### config.mk
export PLATFORM = sky130hd
export DESIGN_NAME = wb_regfile_stage
export DESIGN_NICKNAME = d
export VERILOG_FILES = /design/src/rtl/wb_regfile_stage.sv
export SDC_FILE = /design/constraint.sdc
export NUM_CORES = 1
export LEC_CHECK = 0
export ABC_AREA = 1
export BUFFER_PORTS_ARGS = -buffer_cell sky130_fd_sc_hd__buf_2
export CAP_MARGIN = 40
export CORE_UTILIZATION = 35
export CTS_BUF_LIST = sky130_fd_sc_hd__clkbuf_4
export CTS_CLUSTER_DIAMETER = 60
export DETAILED_ROUTE_END_ITERATION = 12
export PLACE_DENSITY = 0.59
export SLEW_MARGIN = 10
export SYNTH_ARGS = -nofsm -noshare
export SYNTH_HDL_FRONTEND = slang
export SYNTH_SLANG_ARGS = --single-unit
export TNS_END_PERCENT = 20
### constraint.sdc
create_clock -name clk -period 4.5 [get_ports clk]
set_clock_uncertainty 0.05 [all_clocks]
set_input_delay 1.125 -clock clk [delete_from_list [all_inputs] [get_ports clk]]
set_output_delay 1.125 -clock clk [all_outputs]
set_load 0.005 [all_outputs]
### src/rtl/wb_regfile_stage.sv
// Write-back stage: selects ALU or memory result, commits it to an 8x16 register file, serves two
// decode read ports and tracks in-flight writes per register to raise Stall on hazards (WB_BYPASS_EN).
module wb_regfile_stage #(
  parameter int DATA_W = 16,
  parameter int ADDR_W = 3,
  parameter int CNT_W  = 2
) (
  input  logic              clk,
  input  logic              rst,
  input  logic              MTRIn,
  input  logic              RWIn,
  input  logic [ADDR_W-1:0] RegDestIn,
  input  logic [DATA_W-1:0] aluOutIn,
  input  logic [DATA_W-1:0] memDataIn,
  input  logic              IssueValid,
  input  logic              IssueRW,
  input  logic [ADDR_W-1:0] IssueDest,
  input  logic [ADDR_W-1:0] ReadAddr1,
  input  logic [ADDR_W-1:0] ReadAddr2,
  input  logic              ReadUse1,
  input  logic              ReadUse2,
  output logic [DATA_W-1:0] ReadData1,
  output logic [DATA_W-1:0] ReadData2,
  output logic [DATA_W-1:0] wbData,
  output logic              Stall,
  output logic              ScoreErr
);

  localparam int NREG = 1 << ADDR_W;
  localparam logic [CNT_W-1:0] CNT_ZERO = {CNT_W{1'b0}};
  localparam logic [CNT_W-1:0] CNT_ONE  = {{(CNT_W-1){1'b0}}, 1'b1};
  localparam logic [CNT_W-1:0] CNT_MAX  = {CNT_W{1'b1}};

  logic [DATA_W-1:0] regs_q [NREG];
  logic [CNT_W-1:0]  cnt_q  [NREG];
  logic [CNT_W-1:0]  cnt_d  [NREG];
  logic              err_q;
  logic              err_d;
  logic [DATA_W-1:0] wb_data_s;
  logic              pend1_s;
  logic              pend2_s;
  logic              sat_s;
  logic              stall_s;
  logic              issue_s;

  // Write-back value select and read ports
  always_comb begin
    wb_data_s = MTRIn ? memDataIn : aluOutIn;
`ifdef WB_BYPASS_EN
    if (RWIn && (RegDestIn == ReadAddr1)) begin
      ReadData1 = wb_data_s;
    end else begin
      ReadData1 = regs_q[ReadAddr1];
    end
    if (RWIn && (RegDestIn == ReadAddr2)) begin
      ReadData2 = wb_data_s;
    end else begin
      ReadData2 = regs_q[ReadAddr2];
    end
`else
    ReadData1 = regs_q[ReadAddr1];
    ReadData2 = regs_q[ReadAddr2];
`endif
  end

  // Hazard detection: a source is pending while writes are in flight to it
  always_comb begin
`ifdef WB_BYPASS_EN
    // The last outstanding write retiring right now is forwarded, so it no longer blocks
    pend1_s = (cnt_q[ReadAddr1] != CNT_ZERO) &&
              !((cnt_q[ReadAddr1] == CNT_ONE) && RWIn && (RegDestIn == ReadAddr1));
    pend2_s = (cnt_q[ReadAddr2] != CNT_ZERO) &&
              !((cnt_q[ReadAddr2] == CNT_ONE) && RWIn && (RegDestIn == ReadAddr2));
`else
    pend1_s = (cnt_q[ReadAddr1] != CNT_ZERO);
    pend2_s = (cnt_q[ReadAddr2] != CNT_ZERO);
`endif
    sat_s   = IssueRW && (cnt_q[IssueDest] == CNT_MAX) &&
              !(RWIn && (RegDestIn == IssueDest));
    stall_s = IssueValid && ((ReadUse1 && pend1_s) || (ReadUse2 && pend2_s) || sat_s);
    issue_s = IssueValid && IssueRW && !stall_s;
  end

  // Scoreboard next state: issue increments, retire decrements, both on one register cancel
  always_comb begin
    err_d = err_q;
    for (int r = 0; r < NREG; r++) begin
      cnt_d[r] = cnt_q[r];
      case ({issue_s && (IssueDest == ADDR_W'(r)), RWIn && (RegDestIn == ADDR_W'(r))})
        2'b10: cnt_d[r] = cnt_q[r] + CNT_ONE;
        2'b01: begin
          if (cnt_q[r] == CNT_ZERO) begin
            err_d = 1'b1;
          end else begin
            cnt_d[r] = cnt_q[r] - CNT_ONE;
          end
        end
        default: cnt_d[r] = cnt_q[r];
      endcase
    end
  end

  // Register file, scoreboard and sticky error state
  always_ff @(posedge clk) begin
    if (rst) begin
      for (int r = 0; r < NREG; r++) begin
        regs_q[r] <= {DATA_W{1'b0}};
        cnt_q[r]  <= CNT_ZERO;
      end
      err_q <= 1'b0;
    end else begin
      if (RWIn) begin
        regs_q[RegDestIn] <= wb_data_s;
      end
      for (int r = 0; r < NREG; r++) begin
        cnt_q[r] <= cnt_d[r];
      end
      err_q <= err_d;
    end
  end

  assign wbData   = wb_data_s;
  assign Stall    = stall_s;
  assign ScoreErr = err_q;

endmodule

Word-level counts from Yosys, hierarchy flattened --
Memory sizes are Yosys's and may differ from the RTL's. Cells that the tools add are included.
Storage, ports and cells: memory bits (read-only) 0, memory bits (writable) 144, word-level logic and storage cells 150, output and inout port bits 50, register bits 1, input bits 52, memories 2, bits in latches 0
Operators by class: reduce and logical (&&, ||, !) cells 41, divide/modulo/power cells 0, muxes and demuxes 50, add/sub/neg operators 16, bitwise logic cells 8, $mul 0, eq/ne operators 32, order comparisons 0, shift-type cells 0
Memories:
- regs_q | depth 8, bits a word 16, rd ports 2, clocked after memory_dff 0, write ports 8, RTL line 34 | logic [DATA_W-1:0] regs_q [NREG];
- cnt_q | depth 8, bits a word 2, rd ports 11, clocked after memory_dff 0, write ports 8, RTL line 35 | logic [CNT_W-1:0] cnt_q [NREG];
Operator list (number):
- two-way mux 16 bit | 2
- two-way mux 2 bit | 16
- case mux 2 bit (2 select lines) | 8
- equality test 3 bit (second input constant) | 8
- logical AND 1 bit | 24
- two-way mux 1 bit | 23
- equality test 2 bit (second input constant) | 9
- adder 2 x 1 -> 2 bit (second input constant) | 8
- equality test 2 x 1 -> 1 bit (second input constant) | 8
- logical NOT 2 bit | 8
- OR reduction 16 bit | 1
- subtractor 2 x 1 -> 2 bit (second input constant) | 8
- equality test 3 x 2 -> 1 bit (second input constant) | 4
- OR 1 bit | 8
- equality test 3 x 1 -> 1 bit (second input constant) | 2
- logical NOT 3 bit | 2
- nonzero test 2 bit | 2
- equality test 3 bit | 1
- two-way mux 3 bit | 1
- logical NOT 1 bit | 2
- logical OR 1 bit | 2

Longest topological paths before layout --
Gate-level depths: netlist of run 1.
depth in word-level cells 25, depth in mapped cells 17, depth with buffers taken out 16

Least setup slack after synthesis of run 1 --
OpenSTA, ideal clock, no wires.
path kind input to output, from input ReadAddr1[0], to output ReadData1[10], path buffers 2, cell stages on the path 7, setup slack 1128 ps, data arrival time 2197 ps, data required time 3325 ps, path through inv_1 -> clkbuf_1 -> buf_1 -> nand2_1 -> o21ai_0 -> a21oi_1 -> a31oi_1
On the way: longest elaborated chain between the ends 1
RTL lines:
- start, declared | RTL line 18 | input logic [ADDR_W-1:0] ReadAddr1,
- memory read (8 x 16 bit)
- end, declared | RTL line 22 | output logic [DATA_W-1:0] ReadData1,
Every way passes these cells.

Final worst setup path of run 1 --
from input ReadAddr1[1], to output ReadData1[12]
Same word-level chain as after synthesis.

==> flow_summary.yaml, run 1 <==
status:
  status: "finished clean"
power_and_ir_drop:
  p_seq_share_pct: 53.2
  clkPwrFrac_pct: 29.4
  netSwitchingPower_uw: 909.1
  power_density_nw_per_um2: 310.8
  pwr-share-comb_pct: 17.4
  p_leak_nw: 4.040
  intPower_mw: 2.064
  irDropWorstVdd_v: 0.0001614
  power.share.switching_pct: 30.58
clock_network:
  h-tree-depth: 4
  clockRootBuffer: "clkbuf_4"
  clkTransAtPathRegs_ns: 0.13
  clockBufferDepth: 2
  cts_tree: "built"
  cts_resized: 0
  cts_buffers: 17
  cts_sinks: 145
  cts_setup_buffers: 0
  hold_buffers: 0
  insertion_delay_ns: 0.56
routing:
  wire_per_inst_microns: 17.15
  drtIter0Drc: 1001
  top_layer: "met4"
  drt_drc_violations_left: 0
  via_per_inst: 5.148
  num_vias: 7707
  postRouteAntennaNets: 0
  met1_length_mm: 12.14
  dr_wl_met3_mm: 1.833
  wl_met2_mm: 11.13
  dr.pass1.iters: 6
  drt-total-wl_mm: 25.68
critical_path:
  r2r_cells: 13
  timing.rr.start: "cnt_q[3][0]$_SDFFE_PP0P_"
  cp.arrival_ns: 2.74
  cp-start-kind: "input port"
  rr_endpoint: "ScoreErr$_SDFF_PP0_"
  r2r_slack_ns: 2.29
  endpoint_kind: "primary output"
  cp_max_fo: 38
  path_class: "input port to primary output"
  cp.required_ns: 3.32
final_layout:
  drive_above_1_share_pct: 15.63
  final_common_cell: "nor2_1"
  layout_common_cells: "nor2_1 (209), nand2_1 (179), o21ai_0 (130)"
  fin_area_sq_um: 9565
  syn_to_final_growth_pct: 14.27
  nets: 1216
die:
  ioPinCount: 102
  dieArea_sq_um: 24540
  start_util_pct: 35.66
  die_h_microns: 156.6
  core_sq_um: 23470
  std_cell_rows: 56
  die_w_microns: 156.6
hold_path:
  min_from: "cnt_q[6][1]$_SDFFE_PP0P_"
  hold_class: "register to register"
  worstHoldEndpoint: "cnt_q[6][1]$_SDFFE_PP0P_"
  whs_path_depth: 2
logic_synthesis:
  yosysSeqAreaShare_pct: 49.99
  synth-main-ff-cell: "edfxtp_1"
  syn-cell-area_sq_um: 8371
  synth-async-reset-ratio_pct: 0
  synth_compound_area_share_pct: 19.07
  synth-xor-area-share_pct: 0
  synth-adder-area-share_pct: 0
  synthMuxAreaShare_pct: 0
  yosys.area_share.simple_pct: 21.96
  yosysWarnings: 0
  synth_edf_count: 128
  synth_top_family_by_area: "simple AND/OR/NAND/NOR gates"
  synthCells: 1077
  synth_nets: 1129
  syn_area_per_cell_sq_um: 7.772
  ys_ff_latch: 145
  ys_types: 28
sta:
  setup_violations: 0
  slew_violations: 0
  final.period_utilization_pct: 86.89
  slew_headroom_pct: 42.99
  rsz0062_at_grt: "false"
  fin_ws_ns: 0.5898
  clock.fmax_mhz: 255.7
  tns_ns: 0
  final-hold-violation-count: 0
  worst_slew_pin_slew_ns: 0.8531
  period_needed_ns: 3.910
place:
  dp_slack_ns: 0.6455
  post_dp_cell_area_sq_um: 9269
  globalplace.congestion: 0.8791
  port_buffers: 101
  place_hpwl_mm: 18.75
grt:
  grt_pass1_wl_mm: 39.63
  overflow: 0
  first_global_vias: 6729
  grt_usage_pct: 21.55
  grt_max_degree: 85
  antenna_found_initial: 1
flow_run:
  drv_cap: 0
[sequential cells by signal (all words and copies together) (netlist names)]
name / count
cnt_q: 16
regs_q: 128
ScoreErr: 1
[cell type report]
type / instances / area (sq um)
fill: 2426 / 13910
sequential: 145 / 4184
tap: 319 / 399.1
multi-input combinational: 744 / 3435
clock inverter: 13 / 151.4
timing repair buffer: 134 / 785.8
inverter: 122 / 465.4
clock buffer: 19 / 142.6
antenna: 1 / 2.502
[logic make-up after synthesis]
group           after synthesis
flops                       145
buf+inv                     188
compound gates              293
simple gates                451
[routing by layer]
metal,GRT usage (%),vias up
met5,0,-
met4,7.376,0
met3,2.714,31
met2,31.80,335
met1,32.19,3530
li1,-,3811
[synthesized netlist by cell type, types with 2 or more instances]
cell      number  area, sq um
clkbuf_1      51        191.4
buf_6          3        33.78
inv_1        110        412.9
buf_4          3        22.52
nor2_1       209        784.5
buf_1          5        18.77
inv_2          7        26.28
a21oi_1       75        375.4
buf_2          2        10.01
edfxtp_1     128         3844
nand3_2        6        60.06
dfxtp_1       17        340.3
o21ai_0      130        650.6
nand4_1        3        18.77
o211ai_1      32        240.2
nor2_2         2        12.51
clkbuf_2       2        10.01
nand3_1       35        175.2
nand2_1      179        671.9
nand3b_1       7        52.55
a31oi_1       36        225.2
nor3_1         8        40.04
clkinv_1       4        15.01
o21ai_1       19        95.09
[metrics by stage]
step | std cells | hold WS [ns] | power (mW) | util [%]
floorplan | 1077 | 0.4118 | 1.893 | -
global placement | 1463 | 0.4416 | 2.116 | 39.37
finish | 1497 | 0.4653 | 2.973 | 40.75
CTS | 1496 | 0.4726 | 2.981 | 40.74
detailed placement | 1464 | 0.4482 | 2.126 | 39.49
global route | 1497 | 0.4928 | 3.102 | 40.75
[worst max-delay path by stage]
stage / slack, ns / startpoint / endpoint
after floorplan: 1.13 / ReadAddr1[0] / ReadData1[10]
after CTS: 0.64 / ReadAddr1[1] / ReadData1[12]
after detailed placement: 0.65 / ReadAddr1[1] / ReadData1[12]
after global placement: 0.65 / ReadAddr1[1] / ReadData1[12]
final: 0.59 / ReadAddr1[1] / ReadData1[12]
after global routing: 0.42 / ReadAddr1[1] / ReadData1[12]
[worst max-delay path, stage by stage]
cell and delay (ns):
buf_2 0.60, buf_4 0.34, o211ai_1 0.11, a31oi_1 0.34
buf_2 0.19
[power by group through the flow]
stage | combinational, mW | sequential (mW) | clock [mW]
3_5_place_dp | 0.513 | 1.61 | 0
5_1_grt | 0.572 | 1.59 | 0.939
6_report | 0.517 | 1.58 | 0.873
3_3_place_gp | 0.507 | 1.61 | 0
2_1_floorplan | 0.295 | 1.60 | 0
4_1_cts | 0.515 | 1.58 | 0.885
(Power assumes the default switching activity.)
==> run 2: changes to the inputs <==
Settings changed: RECOVER_POWER from default to 50.
==> flow_summary.yaml, run 2 (same netlist as run 1, synthesis figures left out) <==
status:
  status: "finished clean"
critical_path:
  path_class: "input port to primary output"
  r2r_cells: 14
  cp-start-kind: "input port"
  endpoint_kind: "primary output"
  r2r_slack_ns: 2.27
  path_common_cell: "buf_2"
  crit_chain: "buf_2, buf_4, o211ai_1, a31oi_1, buf_2"
  crit_cells: 5
  critical_path_buf_inv_count: 3
  cp_slowest_stage_delay_ns: 0.59
  slowest_stage: "buf_2"
  cp_max_fo: 38
  cp.arrival_ns: 2.73
  cp.required_ns: 3.32
  cpLargestDelayFamily: "buffers and inverters"
die:
  start_util_pct: 35.66
  die_w_microns: 156.6
  die_h_microns: 156.6
  ioPinCount: 102
  core_sq_um: 23470
  dieArea_sq_um: 24540
  std_cell_rows: 56
sta:
  setup_violations: 0
  slew_headroom_pct: 29.78
  rsz0062_at_grt: "false"
  worst_slew_pin_slew_ns: 1.053
  final-hold-violation-count: 0
  final.period_utilization_pct: 86.73
  fin_ws_ns: 0.5972
  period_needed_ns: 3.903
  slew_violations: 0
  clock.fmax_mhz: 256.2
  tns_ns: 0
  worst_hold_slack_ns: 0.4657
final_layout:
  layout_common_cells: "nor2_1 (209), nand2_1 (179), o21ai_0 (130)"
  largest_register_ffs: 128
  multi_input_area_sq_um: 3435
  final_cell_count_no_fill: 1497
  drive_above_1_share_pct: 15.21
  area.sequential_sq_um: 4184
  nets: 1216
  fin_area_sq_um: 9534
  regMostFlops: "regs_q"
  fill_cells: 2429
  syn_to_final_growth_pct: 13.90
  final_common_cell: "nor2_1"
routing:
  wire_per_inst_microns: 17.12
  num_vias: 7730
  postRouteAntennaNets: 0
  drtIter0Drc: 1006
  drt-total-wl_mm: 25.63
  drt_drc_violations_left: 0
  dr.pass1.iters: 5
  via_per_inst: 5.164
power_and_ir_drop:
  clkPwrFrac_pct: 29.3
  p_seq_share_pct: 53.4
  irDropWorstVdd_v: 0.0001616
  power_density_nw_per_um2: 311.0
  intPower_mw: 2.061
  pwr-share-comb_pct: 17.3
  power.share.switching_pct: 30.48
  p_leak_nw: 4.015
  netSwitchingPower_uw: 903.8
place:
  place_hpwl_mm: 18.75
  post-place-cells: 1464
  dp_slack_ns: 0.6455
  globalplace.congestion: 0.8791
  port_buffers: 101
  post_dp_cell_area_sq_um: 9269
hold_path:
  whs_path_depth: 2
  hold_class: "register to register"
clock_network:
  h-tree-depth: 4
  cts_tree: "built"
  cts_sinks: 145
  clockRootBuffer: "clkbuf_4"
  hold_buffers: 0
  insertion_delay_ns: 0.55
  clockBufferDepth: 2
  cts_setup_buffers: 0
  clkTransAtPathRegs_ns: 0.13
  cts_resized: 0
  cts_buffers: 17
flow_run:
  drv_cap: 0
grt:
  grt_usage_pct: 21.55
  grt_max_degree: 85
  first_global_vias: 6729
  overflow: 0
  antenna_found_initial: 1
  grt_pass1_wl_mm: 39.63
run 2: changes by cell type in the layout (fill, tap and decap cells not counted):
cell and delta:
buf_16 -1, buf_2 -3, buf_4 -1, clkbuf_1 +5
run 2: stage by stage:
stage          total power [mW]  utilization [%]
2_1_floorplan             1.893                -
3_3_place_gp              2.116            39.37
3_5_place_dp              2.126            39.49
4_1_cts                   2.981            40.74
5_1_grt                   3.098            40.62
6_report                  2.965            40.62
run 2: power by group through the flow:
stage,sequential [mW],combinational (mW),clock (mW)
final,1.58,0.513,0.869
after global routing,1.59,0.568,0.939
after CTS,1.58,0.515,0.885
after detailed placement,1.61,0.513,0
after global placement,1.61,0.507,0
after floorplan,1.60,0.295,0
run 2: final timing paths:
path,startpoint,end
max,ReadAddr1[1],ReadData1[12]
min,cnt_q[6][1]$_SDFFE_PP0P_,cnt_q[6][1]$_SDFFE_PP0P_
max reg2reg,cnt_q[3][0]$_SDFFE_PP0P_,cnt_q[0][0]$_SDFFE_PP0P_
min reg2reg,cnt_q[6][1]$_SDFFE_PP0P_,cnt_q[6][1]$_SDFFE_PP0P_
run 2: layout make-up:
class / count / area share (%)
Clock inverter: 13 / 1.588
Timing Repair Buffer: 134 / 7.913
Sequential cell: 145 / 43.88
Clock buffer: 19 / 1.496
Antenna cell: 1 / 0.02625
Multi-Input combinational cell: 744 / 36.02
Tap cell: 319 / 4.186
Inverter: 122 / 4.882
run 2: worst register-to-register path, cell delays in order (launching register included):
cell and delay [ns]:
dfxtp_1 0.38, nor2_1 0.32, nand2_1 0.11, nand3_1 0.10
nand3_1 0.09, nand3_1 0.08, nand2_1 0.07, nor2_2 0.10
buf_4 0.21, nand3_1 0.19, inv_1 0.14, nand2_1 0.06
nand2_1 0.07, o21ai_0 0.07, a21oi_1 0.15
run 2: layer usage:
metal  GRT usage [%]  share of wire [%]  up-vias
met5               0                  0        -
met2           31.80                 44      328
li1                -                  -     3812
met1           32.19                 47     3559
met3           2.714                6.8       31
met4           7.376                2.2        0
==> run 3: changes to the inputs <==
Clock period 4.5 ns to 3.6 ns, I/O delays scaled along.
==> flow_summary.yaml, run 3 (same netlist as run 1, synthesis figures left out) <==
status:
  status: "finished clean"
final_layout:
  regMostFlops: "regs_q"
  largest_register_ffs: 128
  nets: 1236
  drive_above_1_share_pct: 15.96
  final_common_cell: "nor2_1"
  layout_common_cells: "nor2_1 (209), nand2_1 (179), o21ai_0 (130)"
  fill_cells: 2400
  syn_to_final_growth_pct: 16.13
grt:
  antenna_found_initial: 1
  overflow: 0
  grt_pass1_wl_mm: 40.48
  grt_max_degree: 85
  grt_usage_pct: 21.95
  first_global_vias: 6927
die:
  dieArea_sq_um: 24540
  die_h_microns: 156.6
  std_cell_rows: 56
  core_sq_um: 23470
  die_w_microns: 156.6
  start_util_pct: 35.66
  ioPinCount: 102
hold_path:
  whs_path_depth: 2
  min_from: "cnt_q[4][1]$_SDFFE_PP0P_"
  hold_class: "register to register"
  worstHoldEndpoint: "cnt_q[4][1]$_SDFFE_PP0P_"
sta:
  worst_slew_pin_slew_ns: 1.121
  slew_headroom_pct: 25.25
  worst_hold_slack_ns: 0.4649
  slew_violations: 0
  fin_ws_ns: 0.3184
  final-hold-violation-count: 0
  period_needed_ns: 3.282
  tns_ns: 0
  setup_violations: 0
  final.period_utilization_pct: 91.15
  clock.fmax_mhz: 304.7
  rsz0062_at_grt: "false"
critical_path:
  r2r_slack_ns: 1.31
  cp-start-kind: "input port"
  path_class: "input port to primary output"
  cp_max_fo: 31
  cp.required_ns: 2.65
  timing.rr.start: "cnt_q[1][0]$_SDFFE_PP0P_"
  endpoint_kind: "primary output"
  cp.arrival_ns: 2.33
  r2r_cells: 13
  rr_endpoint: "ScoreErr$_SDFF_PP0_"
clock_network:
  insertion_delay_ns: 0.58
  h-tree-depth: 4
  clockRootBuffer: "clkbuf_4"
  clockBufferDepth: 2
  cts_sinks: 145
  cts_resized: 0
  clkTransAtPathRegs_ns: 0.14
  cts_buffers: 17
  hold_buffers: 0
  cts_tree: "built"
  cts_setup_buffers: 0
power_and_ir_drop:
  power_density_nw_per_um2: 390.3
  p_total_mw: 3.794
  p_leak_nw: 4.118
  irDropWorstVdd_v: 0.0002154
routing:
  via_per_inst: 5.168
  dr.pass1.iters: 6
  num_vias: 7840
  drt-total-wl_mm: 26.10
  drtIter0Drc: 848
  postRouteAntennaNets: 0
  drt_drc_violations_left: 0
  wire_per_inst_microns: 17.21
place:
  globalplace.congestion: 0.9182
  port_buffers: 101
  dp_slack_ns: 0.3620
  place_hpwl_mm: 18.80
flow_run:
  drv_cap: 0
-- run 3: final cells by class --
class | instances | area [sq um] | share of cell area (%)
clock inverters | 15 | 187.7 | 1.931
flip-flops and latches | 145 | 4184 | 43.04
clock buffers | 17 | 127.6 | 1.313
multi-input cells | 744 | 3435 | 35.33
diodes | 1 | 2.502 | 0.02574
inverters | 122 | 465.4 | 4.788
repair buffers | 154 | 919.6 | 9.461
well taps | 319 | 399.1 | 4.106
-- run 3: routing by layer --
layer	part of all wire (%)	wire (microns)	vias to the layer above	track usage [%]
li1	-	-	3847	-
met1	46	11880	3590	31.73
met2	46	11900	373	34.08
met3	7.3	1909	30	2.963
met4	1.6	419	0	6.303
met5	0	0	-	0
-- run 3: worst max-delay path by stage --
stage            startpoint             to  slack, ns
2_1_floorplan  ReadAddr1[0]  ReadData1[10]       0.68
3_3_place_gp   ReadAddr1[1]   ReadData1[7]       0.35
3_5_place_dp   ReadAddr2[1]          Stall       0.36
4_1_cts        ReadAddr2[1]          Stall       0.36
5_1_grt        ReadAddr1[1]   ReadData1[3]       0.23
6_report       ReadAddr2[0]   ReadData2[3]       0.32
-- run 3: worst max-delay path: stages --
cell	delay, ns
buf_2	0.16
buf_4	0.34
buf_4	0.23
o21ai_0	0.08
o21ai_0	0.14
a21oi_1	0.06
a31oi_1	0.24
buf_2	0.17
-- run 3: report_power, final --
part | total [mW] | switching (mW) | leakage [nW] | internal (mW)
Sequential | 1.98 | 0.0480 | 1.37 | 1.93
Combinational | 0.656 | 0.437 | 2.58 | 0.220
Clock | 1.16 | 0.710 | 0.166 | 0.447
-- run 3: through the flow --
stage	cell area, sq um	utilization (%)	cells
after floorplan	8371	-	1077
after global placement	9449	40.26	1484
after detailed placement	9449	40.26	1484
after CTS	9764	41.60	1516
after global routing	9721	41.41	1517
final	9721	41.41	1517
